File: src/rtl/lisa_dmem_pkg.sv
// Shared encodings and types for the lisa data-memory arbiter.
package lisa_dmem_pkg;

    localparam int unsigned ADDR_W = 16;
    localparam int unsigned DATA_W = 32;
    localparam int unsigned SIZE_W = 2;
    localparam int unsigned PORT_W = 1;

    localparam logic [SIZE_W-1:0] SZ_BYTE = 2'd0;
    localparam logic [SIZE_W-1:0] SZ_HALF = 2'd1;
    localparam logic [SIZE_W-1:0] SZ_WORD = 2'd2;

    typedef enum logic [1:0] {
        ST_IDLE   = 2'd0,
        ST_ACCESS = 2'd1,
        ST_RESP   = 2'd2
    } state_e;

    // Request fields captured at acceptance.
    typedef struct packed {
        logic                we;
        logic [SIZE_W-1:0]   size;
        logic                sext;
        logic [ADDR_W-1:0]   addr;
        logic [DATA_W-1:0]   wdata;
        logic [PORT_W-1:0]   port;
    } req_t;

    // Number of bytes touched by an access; illegal size reports a full word.
    function automatic logic [2:0] size_bytes(input logic [SIZE_W-1:0] size);
        case (size)
            SZ_BYTE: size_bytes = 3'd1;
            SZ_HALF: size_bytes = 3'd2;
            default: size_bytes = 3'd4;
        endcase
    endfunction

endpackage

File: src/rtl/lisa_dmem_lane_merge.sv
// Byte-lane handling for one access: store merge, load extract/extend, error check.
module lisa_dmem_lane_merge
    import lisa_dmem_pkg::*;
#(
    parameter int unsigned MEM_BYTES = 1024
) (
    input  logic [SIZE_W-1:0] i_size,
    input  logic              i_sext,
    input  logic [ADDR_W-1:0] i_addr,
    input  logic [DATA_W-1:0] i_wdata,
    input  logic [DATA_W-1:0] i_rdata,
    output logic [DATA_W-1:0] o_wdata_c,
    output logic [DATA_W-1:0] o_rdata_c,
    output logic              o_err_c
);

    logic [ADDR_W:0] w_end;
    logic            w_range_err;
    logic            w_align_err;

    // 17-bit end address so accesses near 0xFFFF cannot wrap into range.
    assign w_end       = {1'b0, i_addr} + (ADDR_W+1)'(size_bytes(i_size));
    assign w_range_err = w_end > (ADDR_W+1)'(MEM_BYTES);

    // Alignment and encoding errors.
    always_comb begin
        w_align_err = 1'b0;
        case (i_size)
            SZ_BYTE: w_align_err = 1'b0;
            SZ_HALF: w_align_err = i_addr[0];
            SZ_WORD: w_align_err = (i_addr[1:0] != 2'b00);
            default: w_align_err = 1'b1;
        endcase
    end

    assign o_err_c = w_align_err | w_range_err;

    // Merge store data into the current word and extract/extend load data.
    always_comb begin
        o_wdata_c = i_wdata;
        o_rdata_c = '0;
        case (i_size)
            SZ_BYTE: begin
                o_wdata_c = {i_rdata[31:8], i_wdata[7:0]};
                o_rdata_c = {{24{i_sext & i_rdata[7]}}, i_rdata[7:0]};
            end
            SZ_HALF: begin
                o_wdata_c = {i_rdata[31:16], i_wdata[15:0]};
                o_rdata_c = {{16{i_sext & i_rdata[15]}}, i_rdata[15:0]};
            end
            default: begin
                o_wdata_c = i_wdata;
                o_rdata_c = i_rdata;
            end
        endcase
        if (o_err_c) begin
            o_rdata_c = '0;
        end
    end

endmodule

File: src/rtl/lisa_dmem_arbiter.sv
// Two-port round-robin arbiter in front of the lisa data memory.
module lisa_dmem_arbiter
    import lisa_dmem_pkg::*;
#(
    parameter int unsigned MEM_BYTES = 1024
) (
    input  logic              clk,
    input  logic              rst_n,

    input  logic              p0_req_valid,
    output logic              p0_req_ready,
    input  logic              p0_req_we,
    input  logic [SIZE_W-1:0] p0_req_size,
    input  logic              p0_req_sext,
    input  logic [ADDR_W-1:0] p0_req_addr,
    input  logic [DATA_W-1:0] p0_req_wdata,
    output logic              p0_rsp_valid,
    output logic              p0_rsp_err,
    output logic [DATA_W-1:0] p0_rsp_rdata,

    input  logic              p1_req_valid,
    output logic              p1_req_ready,
    input  logic              p1_req_we,
    input  logic [SIZE_W-1:0] p1_req_size,
    input  logic              p1_req_sext,
    input  logic [ADDR_W-1:0] p1_req_addr,
    input  logic [DATA_W-1:0] p1_req_wdata,
    output logic              p1_rsp_valid,
    output logic              p1_rsp_err,
    output logic [DATA_W-1:0] p1_rsp_rdata,

    output logic              mem_we,
    output logic [ADDR_W-1:0] mem_addr,
    output logic [DATA_W-1:0] mem_wdata,
    input  logic [DATA_W-1:0] mem_rdata
);

    state_e            r_state;
    state_e            w_state_nxt;
    logic [PORT_W-1:0] r_last_grant;
    req_t              r_req;
    req_t              w_sel_req;
    logic [ADDR_W-1:0] r_mem_addr;

    logic              w_can_accept;
    logic              w_grant0;
    logic              w_grant1;
    logic              w_accept;
    logic              w_in_access;

    logic [DATA_W-1:0] w_merge_wdata;
    logic [DATA_W-1:0] w_load_rdata;
    logic              w_err;

    logic              r_p0_rsp_valid;
    logic              r_p0_rsp_err;
    logic [DATA_W-1:0] r_p0_rsp_rdata;
    logic              r_p1_rsp_valid;
    logic              r_p1_rsp_err;
    logic [DATA_W-1:0] r_p1_rsp_rdata;

    assign w_in_access = (r_state == ST_ACCESS);

    // Grant selection, request mux and next-state logic.
    always_comb begin
        w_state_nxt  = r_state;
        w_can_accept = (r_state != ST_ACCESS);
        w_grant0     = 1'b0;
        w_grant1     = 1'b0;
        w_sel_req    = '{we: p0_req_we, size: p0_req_size, sext: p0_req_sext,
                         addr: p0_req_addr, wdata: p0_req_wdata, port: PORT_W'(0)};

        if (p0_req_valid && (!p1_req_valid || r_last_grant == PORT_W'(1))) begin
            w_grant0 = 1'b1;
        end else if (p1_req_valid) begin
            w_grant1 = 1'b1;
            w_sel_req = '{we: p1_req_we, size: p1_req_size, sext: p1_req_sext,
                          addr: p1_req_addr, wdata: p1_req_wdata, port: PORT_W'(1)};
        end
        w_accept = w_can_accept & (w_grant0 | w_grant1);

        case (r_state)
            ST_IDLE, ST_RESP: w_state_nxt = w_accept ? ST_ACCESS : ST_IDLE;
            ST_ACCESS:        w_state_nxt = ST_RESP;
            default:          w_state_nxt = ST_IDLE;
        endcase
    end

    // State register.
    always_ff @(posedge clk or negedge rst_n) begin
        if (!rst_n) begin
            r_state <= ST_IDLE;
        end else begin
            r_state <= w_state_nxt;
        end
    end

    // Latch the accepted request and rotate priority.
    always_ff @(posedge clk or negedge rst_n) begin
        if (!rst_n) begin
            r_req        <= '0;
            r_last_grant <= PORT_W'(1);
            r_mem_addr   <= '0;
        end else if (w_accept) begin
            r_req        <= w_sel_req;
            r_last_grant <= w_sel_req.port;
            r_mem_addr   <= w_sel_req.addr;
        end
    end

    lisa_dmem_lane_merge #(
        .MEM_BYTES (MEM_BYTES)
    ) u_lane_merge (
        .i_size    (r_req.size),
        .i_sext    (r_req.sext),
        .i_addr    (r_req.addr),
        .i_wdata   (r_req.wdata),
        .i_rdata   (mem_rdata),
        .o_wdata_c (w_merge_wdata),
        .o_rdata_c (w_load_rdata),
        .o_err_c   (w_err)
    );

    // Capture the response at the end of ACCESS for the owning port.
    always_ff @(posedge clk or negedge rst_n) begin
        if (!rst_n) begin
            r_p0_rsp_valid <= 1'b0;
            r_p0_rsp_err   <= 1'b0;
            r_p0_rsp_rdata <= '0;
            r_p1_rsp_valid <= 1'b0;
            r_p1_rsp_err   <= 1'b0;
            r_p1_rsp_rdata <= '0;
        end else begin
            r_p0_rsp_valid <= w_in_access && (r_req.port == PORT_W'(0));
            r_p1_rsp_valid <= w_in_access && (r_req.port == PORT_W'(1));
            if (w_in_access && r_req.port == PORT_W'(0)) begin
                r_p0_rsp_err   <= w_err;
                r_p0_rsp_rdata <= r_req.we ? '0 : w_load_rdata;
            end
            if (w_in_access && r_req.port == PORT_W'(1)) begin
                r_p1_rsp_err   <= w_err;
                r_p1_rsp_rdata <= r_req.we ? '0 : w_load_rdata;
            end
        end
    end

    assign p0_req_ready = w_can_accept & w_grant0;
    assign p1_req_ready = w_can_accept & w_grant1;

    assign p0_rsp_valid = r_p0_rsp_valid;
    assign p0_rsp_err   = r_p0_rsp_err;
    assign p0_rsp_rdata = r_p0_rsp_rdata;
    assign p1_rsp_valid = r_p1_rsp_valid;
    assign p1_rsp_err   = r_p1_rsp_err;
    assign p1_rsp_rdata = r_p1_rsp_rdata;

    // Write strobe and merged data exist only during a legal store in ACCESS.
    assign mem_we    = w_in_access & r_req.we & ~w_err;
    assign mem_wdata = (w_in_access && r_req.we && !w_err) ? w_merge_wdata : '0;
    assign mem_addr  = r_mem_addr;

endmodule

File: config.mk
export PLATFORM = sky130hd
export DESIGN_NAME = lisa_dmem_arbiter
export DESIGN_NICKNAME = d
export VERILOG_FILES = /design/src/rtl/lisa_dmem_pkg.sv /design/src/rtl/lisa_dmem_lane_merge.sv /design/src/rtl/lisa_dmem_arbiter.sv
export SDC_FILE = /design/constraint.sdc
export NUM_CORES = 1
export LEC_CHECK = 0
export ABC_AREA = 1
export BUFFER_PORTS_ARGS = -buffer_cell sky130_fd_sc_hd__buf_2
export CORE_ASPECT_RATIO = 1.75
export CORE_MARGIN = 2
export CORE_UTILIZATION = 45
export DETAILED_ROUTE_END_ITERATION = 16
export GPL_TIMING_DRIVEN = 0
export PLACE_DENSITY = 0.78
export SLEW_MARGIN = 30
export SYNTH_ARGS = -nofsm -noshare
export SYNTH_HDL_FRONTEND = slang
export SYNTH_SLANG_ARGS = --single-unit
File: constraint.sdc
create_clock -name clk -period 4.5 [get_ports clk]
set_clock_uncertainty 0.2 [all_clocks]
set_input_delay 0.9 -clock clk [delete_from_list [all_inputs] [get_ports clk]]
set_output_delay 0.9 -clock clk [all_outputs]
set_load 0.02 [all_outputs]
==> impl_results.md, run 1 <==
* Most common cell after layout, fill and taps aside: buf_2
* Delay-heaviest family, CP: simple AND/OR/NAND/NOR gates
* Final Hold Vio Count at 0
* Cell Area, Synth at 6860 sq um
* Cell Chain, Critical Path: buf_6, nor2_4, ha_4, inv_1, fa_2, inv_2, nand3_2, nand2_4, nand3_1, nand2_1, nand2_1, nor2_1, nand2_1, nor2_4, nand4_4, buf_12, clkbuf_16, nor2_2, buf_2
* Clock net sink count at 124
* Layout net count at 1335
* Via density at 5.14
* Warnings, synthesis at 0
* Worst-path fanout max at 8
* CTS buffer count at 17
* Most frequent CP cell: nand2_1
* Number of fill cells at 1399
* Register area share after synthesis at 45.2%
* Pleak at 5.02 nW
* Critical Path RT at 3.40 ns
* Worst skew pair latency at 0.42 ns
* Final period utilization at 96.1%
* Crit-path max cell delay at 0.39 ns
* Crit path DAT at 3.22 ns
* Final setup TNS at 0 ns
* Worst slew pin tran at 0.642 ns
* Power Dens Cells at 701 nW/um^2
* Max-Cap Viols at 0
* Final design utilization at 62.3%
* Seq. cell area at 3100 sq um
* CP Launch Point: r_req[51]$_DFFE_PN0P_
* Buffers & Inverters on Critical Path at 6
* Status: finished, final reports clean
* Worst-path clk slew at 0.06 ns
* Die extent in x at 97.4 um
* Worst Hold Class: input port to asynchronous set/reset pin
* Max_slew headroom at 57.2%
* Full die area at 16300 sq um
* I/O Buffers at 258
* Startpoint type of the worst setup path: flop
* Vias in the first global route at 7229
* Initial core utilization at 46.0%
* Pin count of the biggest net entering global routing at 68
* Final Max Slew Viols at 0
* Synthesized Nets at 1045
* Final Power at 6.51 mW
* Most frequent cells in the layout: buf_2, nand2_1, dfrtp_1, inv_1, a21oi_1
* Synth-to-Final Area Change at 35.4%
* First-pass GRT wire length at 36800 um
* Routed length per instance at 16.8 um
* CTS tree: built
* GP Congestion at 0.917
* Initial antenna violation count at 2
* Non-filler cells in the finished layout at 1389
* Root Buffer Master: clkbuf_16
* Register bit total from synthesis at 124
* Crit path time final at 4.32 ns
* H-tree depth at 4
* Post-DRT Antenna Nets at 0
* Core area at 14900 sq um
* Synth Instances at 901
* Post-synth cell types at 30
* F_max at 0.231 GHz
* Multi-input gate area at 2980 sq um
* Crit Path Class: flop to output pin
* Die Height at 167 um
* Peak VDD IR at 0.000360 V
* Row count at 59
* GRT Total Usage at 28.5%
* Remaining routing DRC violations at 0
* Total routed wirelength at 23300 um
* Slowest CP cell: dfrtp_1
* Crit end category: output pin
* Mapped Avg Cell Area at 7.62 sq um
* Hold buffer count at cts at 0
* Hold WS at 0.208 ns
* Clock Path Buffers at 2
* Share of cells above drive strength 1 at 34.8%
* Grt ovf at 0
* Cells after DPL at 1343
* Reg2reg start: r_req[51]$_DFFE_PN0P_
* Initial drt markers at 351
* Setup-failing EPs final at 0
* DR vias at 7140
* Hpwl dp at 17500 um
* Drt pass-1 iters at 5
* Ports at 259
cell families (layout without fill, tap and decap cells):
| logic type | count (synthesis) | count (layout) | synth area share, % |
|---|---|---|---|
| flip-flops | 124 | 124 | 45.2 |
| XOR/XNOR | 2 | 2 | 0.255 |
| AO/OA/AOI/OAI | 206 | 206 | 16.7 |
| AND/OR/NAND/NOR | 380 | 380 | 24.9 |
| adder cells (fa/ha/maj) | 4 | 4 | 0.839 |
| other | 0 | 2 | 0 |
| buffers and inverters | 185 | 488 | 12.0 |
cell usage after synthesis, drive strengths merged:
master | instances | share of area (%)
nand3 | 50 | 3.6
nor3 | 2 | 0.15
and2 | 2 | 0.18
xor2 | 1 | 0.13
inv | 112 | 6.1
or2 | 41 | 3.8
a22oi | 47 | 5.1
dfrtp | 123 | 45
nand4 | 5 | 0.67
buf | 36 | 3.9
fa | 1 | 0.29
clkinv | 1 | 0.055
xnor2 | 1 | 0.13
clkbuf | 36 | 2.0
o21ai | 52 | 3.8
a21oi | 107 | 7.8
ha | 3 | 0.55
nand2 | 174 | 9.7
dfstp | 1 | 0.38
nor2 | 106 | 6.9
power breakdown:
| group | total, mW | internal, mW | leakage, nW | switching [mW] |
|---|---|---|---|---|
| Clock | 1.52 | 0.956 | 0.310 | 0.562 |
| Combinational | 3.14 | 1.15 | 3.22 | 2.00 |
| Sequential | 1.85 | 1.58 | 1.49 | 0.272 |
| Total | 6.51 | 3.68 | 5.02 | 2.83 |
state kept, by name (all words and copies together) (netlist names):
signal and count:
mem_addr 16, r_state 2, p1_rsp_err 1, p0_rsp_rdata 32, p0_rsp_err 1, r_last_grant 1, p0_rsp_valid 1, r_req 37
p1_rsp_rdata 32, p1_rsp_valid 1
area by class of cell:
type	instances	share of cell area [%]
Inverter	113	4.56
Tap cell	183	2.46
Sequential cell	124	33.4
Clock buffer	18	4.72
Clock inverter	14	2.23
Multi-Input combinational cell	592	32.0
Timing Repair Buffer	271	16.0
Buffer	72	4.56
Antenna cell	2	0.0538
per-stage QoR:
| step | worst slack (ns) | area [sq um] |
|---|---|---|
| 4_1_cts | 0.0210 | 9140 |
| 3_3_place_gp | 0.0674 | 8380 |
| 3_5_place_dp | 0.0377 | 8420 |
| 6_report | 0.177 | 9300 |
| 2_1_floorplan | 0.709 | 6860 |
| 5_1_grt | -0.000938 | 9300 |
path summary, 6_finish.rpt:
kind                            cells after the start  slack [ns]                            to
worst max register to register                     18        1.42   p0_rsp_rdata[8]$_DFFE_PN0P_
worst min register to register                      1        0.23          r_state[0]$_DFF_PN0_
worst max-delay path                               19        0.18                 mem_wdata[11]
worst min-delay path                                1        0.21        p0_rsp_valid$_DFF_PN0_
min in group clk                                    1        0.23          r_state[0]$_DFF_PN0_
max in group asynchronous                           2        3.23  p1_rsp_rdata[15]$_DFFE_PN0P_
what timing repair did:
item,4_1_cts,5_1_grt
cloned,1,2
pin swaps,2,4
setup buffers,5,4
setup endpoints to repair,33,33
resized for setup,10,16
layer usage:
metal | vias up | routed length (um) | track usage [%]
met4 | 0 | 996 | 14.4
met5 | - | 0 | 0
met2 | 268 | 12800 | 52.8
met1 | 3336 | 8430 | 31.0
li1 | 3469 | - | -
met3 | 67 | 1070 | 4.42
(Power assumes the default switching activity.)
==> run 2, diff against run 1 <==
--- a/config.mk
+++ b/config.mk
@@ -12,8 +12,9 @@
 export CORE_UTILIZATION = 45
 export DETAILED_ROUTE_END_ITERATION = 16
 export GPL_TIMING_DRIVEN = 0
-export PLACE_DENSITY = 0.78
+export PLACE_DENSITY = 0.75
 export SLEW_MARGIN = 30
 export SYNTH_ARGS = -nofsm -noshare
 export SYNTH_HDL_FRONTEND = slang
+export SYNTH_HIERARCHICAL = 1
 export SYNTH_SLANG_ARGS = --single-unit
==> constraint.sdc (replaced) <==
create_clock -name clk -period 4.5 [get_ports clk]
set_clock_uncertainty 0.2 [all_clocks]
set_input_delay 0.45 -clock clk [delete_from_list [all_inputs] [get_ports clk]]
set_output_delay 0.45 -clock clk [all_outputs]
set_load 0.02 [all_outputs]
==> run 2 against run 1 <==
Effect of this change: maximum frequency is 0.45% higher; area after synthesis is 23% higher; cell count is 33% higher; combinational power is 41% lower; synthesized cell count is 46% higher; setup slack better by 0.019 ns.
==> impl_results.md, run 2 <==
* Vias in the first global route at 8539 (+18%)
* Share of cells above drive strength 1 at 27.7% (-7.1 points)
* Row count at 66 (+12%)
* Clock power share at 28.8% (+5.5 points)
* Power Dens Cells at 446 nW/um^2 (-36%)
* Post-DRT Antenna Nets at 0 (unchanged)
* Grt ovf at 0 (unchanged)
* GP Congestion at 0.949 (+3.5%)
* Pin count of the biggest net entering global routing at 80 (+18%)
* Hold WS at 0.165 ns (-0.0424 ns)
* Seq. cell area at 3110 sq um (about the same)
* Cell Area, Synth at 8420 sq um (+23%)
* Final Hold Vio Count at 0 (unchanged)
* Sw Ratio at 40.3% (-3.1 points)
* Max-Cap Viols at 0 (unchanged)
* Main synth FF type: dfrtp_1
* Post-synth cell types at 29 (-3.3%)
* Pleak at 6.47 nW (+29%)
* Final Power at 4.78 mW (-27%)
* First-pass GRT wire length at 40900 um (+11%)
* R2r worst-path depth at 20 (+2)
* Top cells by area, synth: dfrtp_1, nand2_1, nand3_1
* Register share of total power at 32.4% (+3.9 points)
* Full die area at 19900 sq um (+22%)
* Number of fill cells at 1896 (+36%)
* Hold path depth at 5
* Final design utilization at 57.9% (-4.4 points)
* Via density at 4.75 (-7.5%)
* Worst Hold Class: input port to flop
* Register bit total from synthesis at 124 (unchanged)
* Final Max Slew Viols at 0 (unchanged)
* Ys async rst share at 100% (unchanged)
* Synthesized Nets at 1458 (+40%)
* Core area at 18500 sq um (+24%)
* Crit end category: output pin
* Peak VDD IR at 0.000262 V (-27%)
* Most frequent cells in the layout: nand2_1, buf_2, dfrtp_1, nand3_1, inv_1
* Remaining routing DRC violations at 0 (unchanged)
* Most flop-heavy register: r_req
* Startpoint type of the worst setup path: flop
* Gate power share at 38.8% (-9.4 points)
* Worst-path fanout max at 10 (+2)
* H-tree depth at 4 (unchanged)
* CTS tree: built
* Net switching power at 1.93 mW (-32%)
* Critical Path RT at 3.85 ns (+0.45 ns)
* Hpwl dp at 20300 um (+16%)
* Crit path time final at 4.30 ns (-0.0192 ns)
* Most common cell after layout, fill and taps aside: nand2_1
* Max_slew headroom at 67.7% (+10 points)
* Worst-path clk slew at 0.06 ns (about the same)
* Count leader, synth: nand2_1
* Root Buffer Master: clkbuf_16
* Cell internal pwr at 2.85 mW (-23%)
* Register area share after synthesis at 36.9% (-8.4 points)
* CTS buffer count at 17 (unchanged)
* Clock net sink count at 124 (unchanged)
* Warnings, synthesis at 6 (+6)
* Share of the synthesized area in the top cell type at 36.6% (-8.3 points)
* Layout net count at 1736 (+30%)
* Multi-input gate area at 4290 sq um (+44%)
* Synth top cells by count: nand2_1, dfrtp_1, nand3_1
* Clock Path Buffers at 2 (unchanged)
* Final setup TNS at 0 ns (unchanged)
* GRT Total Usage at 26.2% (-2.3 points)
* Setup-failing EPs final at 0 (unchanged)
* Initial antenna violation count at 2 (unchanged)
* Routed length per instance at 13.9 um (-17%)
* Largest area contributor in the netlist: dfrtp_1
* Die Height at 185 um (+10%)
* F_max at 0.232 GHz (+0.45%)
* I/O Buffers at 256 (-0.78%)
* Die extent in x at 107 um (+10%)
* Final period utilization at 95.6% (-0.43 points)
* Synth-to-Final Area Change at 27.3%
* Worst skew pair latency at 0.42 ns (about the same)
* Ports at 259 (unchanged)
* EDFF count, synth at 0 (unchanged)
* Crit path DAT at 3.65 ns (+0.43 ns)
* Initial core utilization at 45.5% (-0.52 points)
* Drt pass-1 iters at 5 (unchanged)
* Total routed wirelength at 25600 um (+10%)
* Crit Path Class: flop to output pin
* Synth Instances at 1314 (+46%)
* DR vias at 8773 (+23%)
* Status: finished, final reports clean
* Worst slew pin tran at 0.480 ns (-0.162 ns)
* Max reg flops at 37 (unchanged)
* Mapped Avg Cell Area at 6.41 sq um (-16%)
* Initial drt markers at 484 (+38%)
-- run 2: final cells by class --
| cell class | instances | area share (%) |
|---|---|---|
| inverters | 110 | 3.89 |
| plain buffers | 97 | 6.07 |
| clock buffers | 19 | 4.23 |
| diodes | 3 | 0.0701 |
| multi-input cells | 983 | 40.1 |
| flip-flops and latches | 124 | 29.0 |
| clock inverters | 13 | 1.32 |
| repair buffers | 259 | 12.6 |
| well taps | 238 | 2.78 |
-- run 2: cell families after synthesis --
kind of cell,share of synthesized area (%)
adders and majority gates,0.684
xor gates and xnor gates,0.104
and+or+nand+nor,47.6
buffers and inverters,12.5
AOI/OAI and AO/OA,2.30
DFF,36.9
-- run 2: layer usage --
layer / GRT usage, % / wire length (um) / vias up
met5: 0 / 0 / -
met4: 13.8 / 1120 / 0
met3: 3.66 / 1280 / 73
met2: 50.1 / 13800 / 308
li1: - / - / 4515
met1: 27.1 / 9430 / 3877
-- run 2: path summary, 6_finish.rpt --
kind / start / to / slack (ns)
worst max-delay path: r_req[50]$_DFFE_PN0P_ / mem_wdata[24] / 0.20
worst min-delay path: p0_req_addr[5] / mem_addr[5]$_DFFE_PN0P_ / 0.17
worst max register to register: r_req[50]$_DFFE_PN0P_ / p1_rsp_rdata[13]$_DFFE_PN0P_ / 1.32
worst min register to register: p0_rsp_rdata[6]$_DFFE_PN0P_ / p0_rsp_rdata[6]$_DFFE_PN0P_ / 0.26
max in group asynchronous: rst_n / mem_addr[10]$_DFFE_PN0P_ / 3.04
min in group asynchronous: rst_n / p1_rsp_rdata[14]$_DFFE_PN0P_ / 0.32
-- run 2: critical path, cell delays in order, from the launching register on --
cell	delay, ns
dfrtp_1	0.44
nor2_4	0.14
ha_1	0.26
inv_1	0.08
fa_1	0.39
inv_1	0.09
nand3_1	0.10
nand2_2	0.12
nand2_1	0.13
o21ai_1	0.19
nor2_1	0.08
nand3_1	0.07
nand2_1	0.10
nand2_4	0.17
buf_12	0.18
clkinvlp_4	0.13
nand3_4	0.14
buf_4	0.21
nor2_2	0.07
buf_4	0.16
-- run 2: through the flow --
step	worst slack (ns)	cell area, sq um	std cells
2_1_floorplan	0.933	8420	1314
3_3_place_gp	0.165	10000	1808
3_5_place_dp	0.147	10000	1809
4_1_cts	0.0116	10700	1843
5_1_grt	-0.00389	10700	1845
6_report	0.196	10700	1846
-- run 2: what timing repair did --
action | CTS | global route
gates resized for setup | 5 | 17
setup buffers | 1 | 0
hold buffers | 1 | 0
pin swaps | 1 | 2
endpoints found under the hold margin | 44 | 0
endpoints found under the setup margin | 33 | 31
-- run 2: power by group through the flow --
stage	Sequential, mW	Combinational (mW)	Clock [mW]
after global placement	1.56	1.81	0
after floorplan	1.61	1.22	0
after detailed placement	1.56	1.84	0
after CTS	1.55	1.86	1.40
after global routing	1.58	2.08	1.44
final	1.55	1.86	1.38
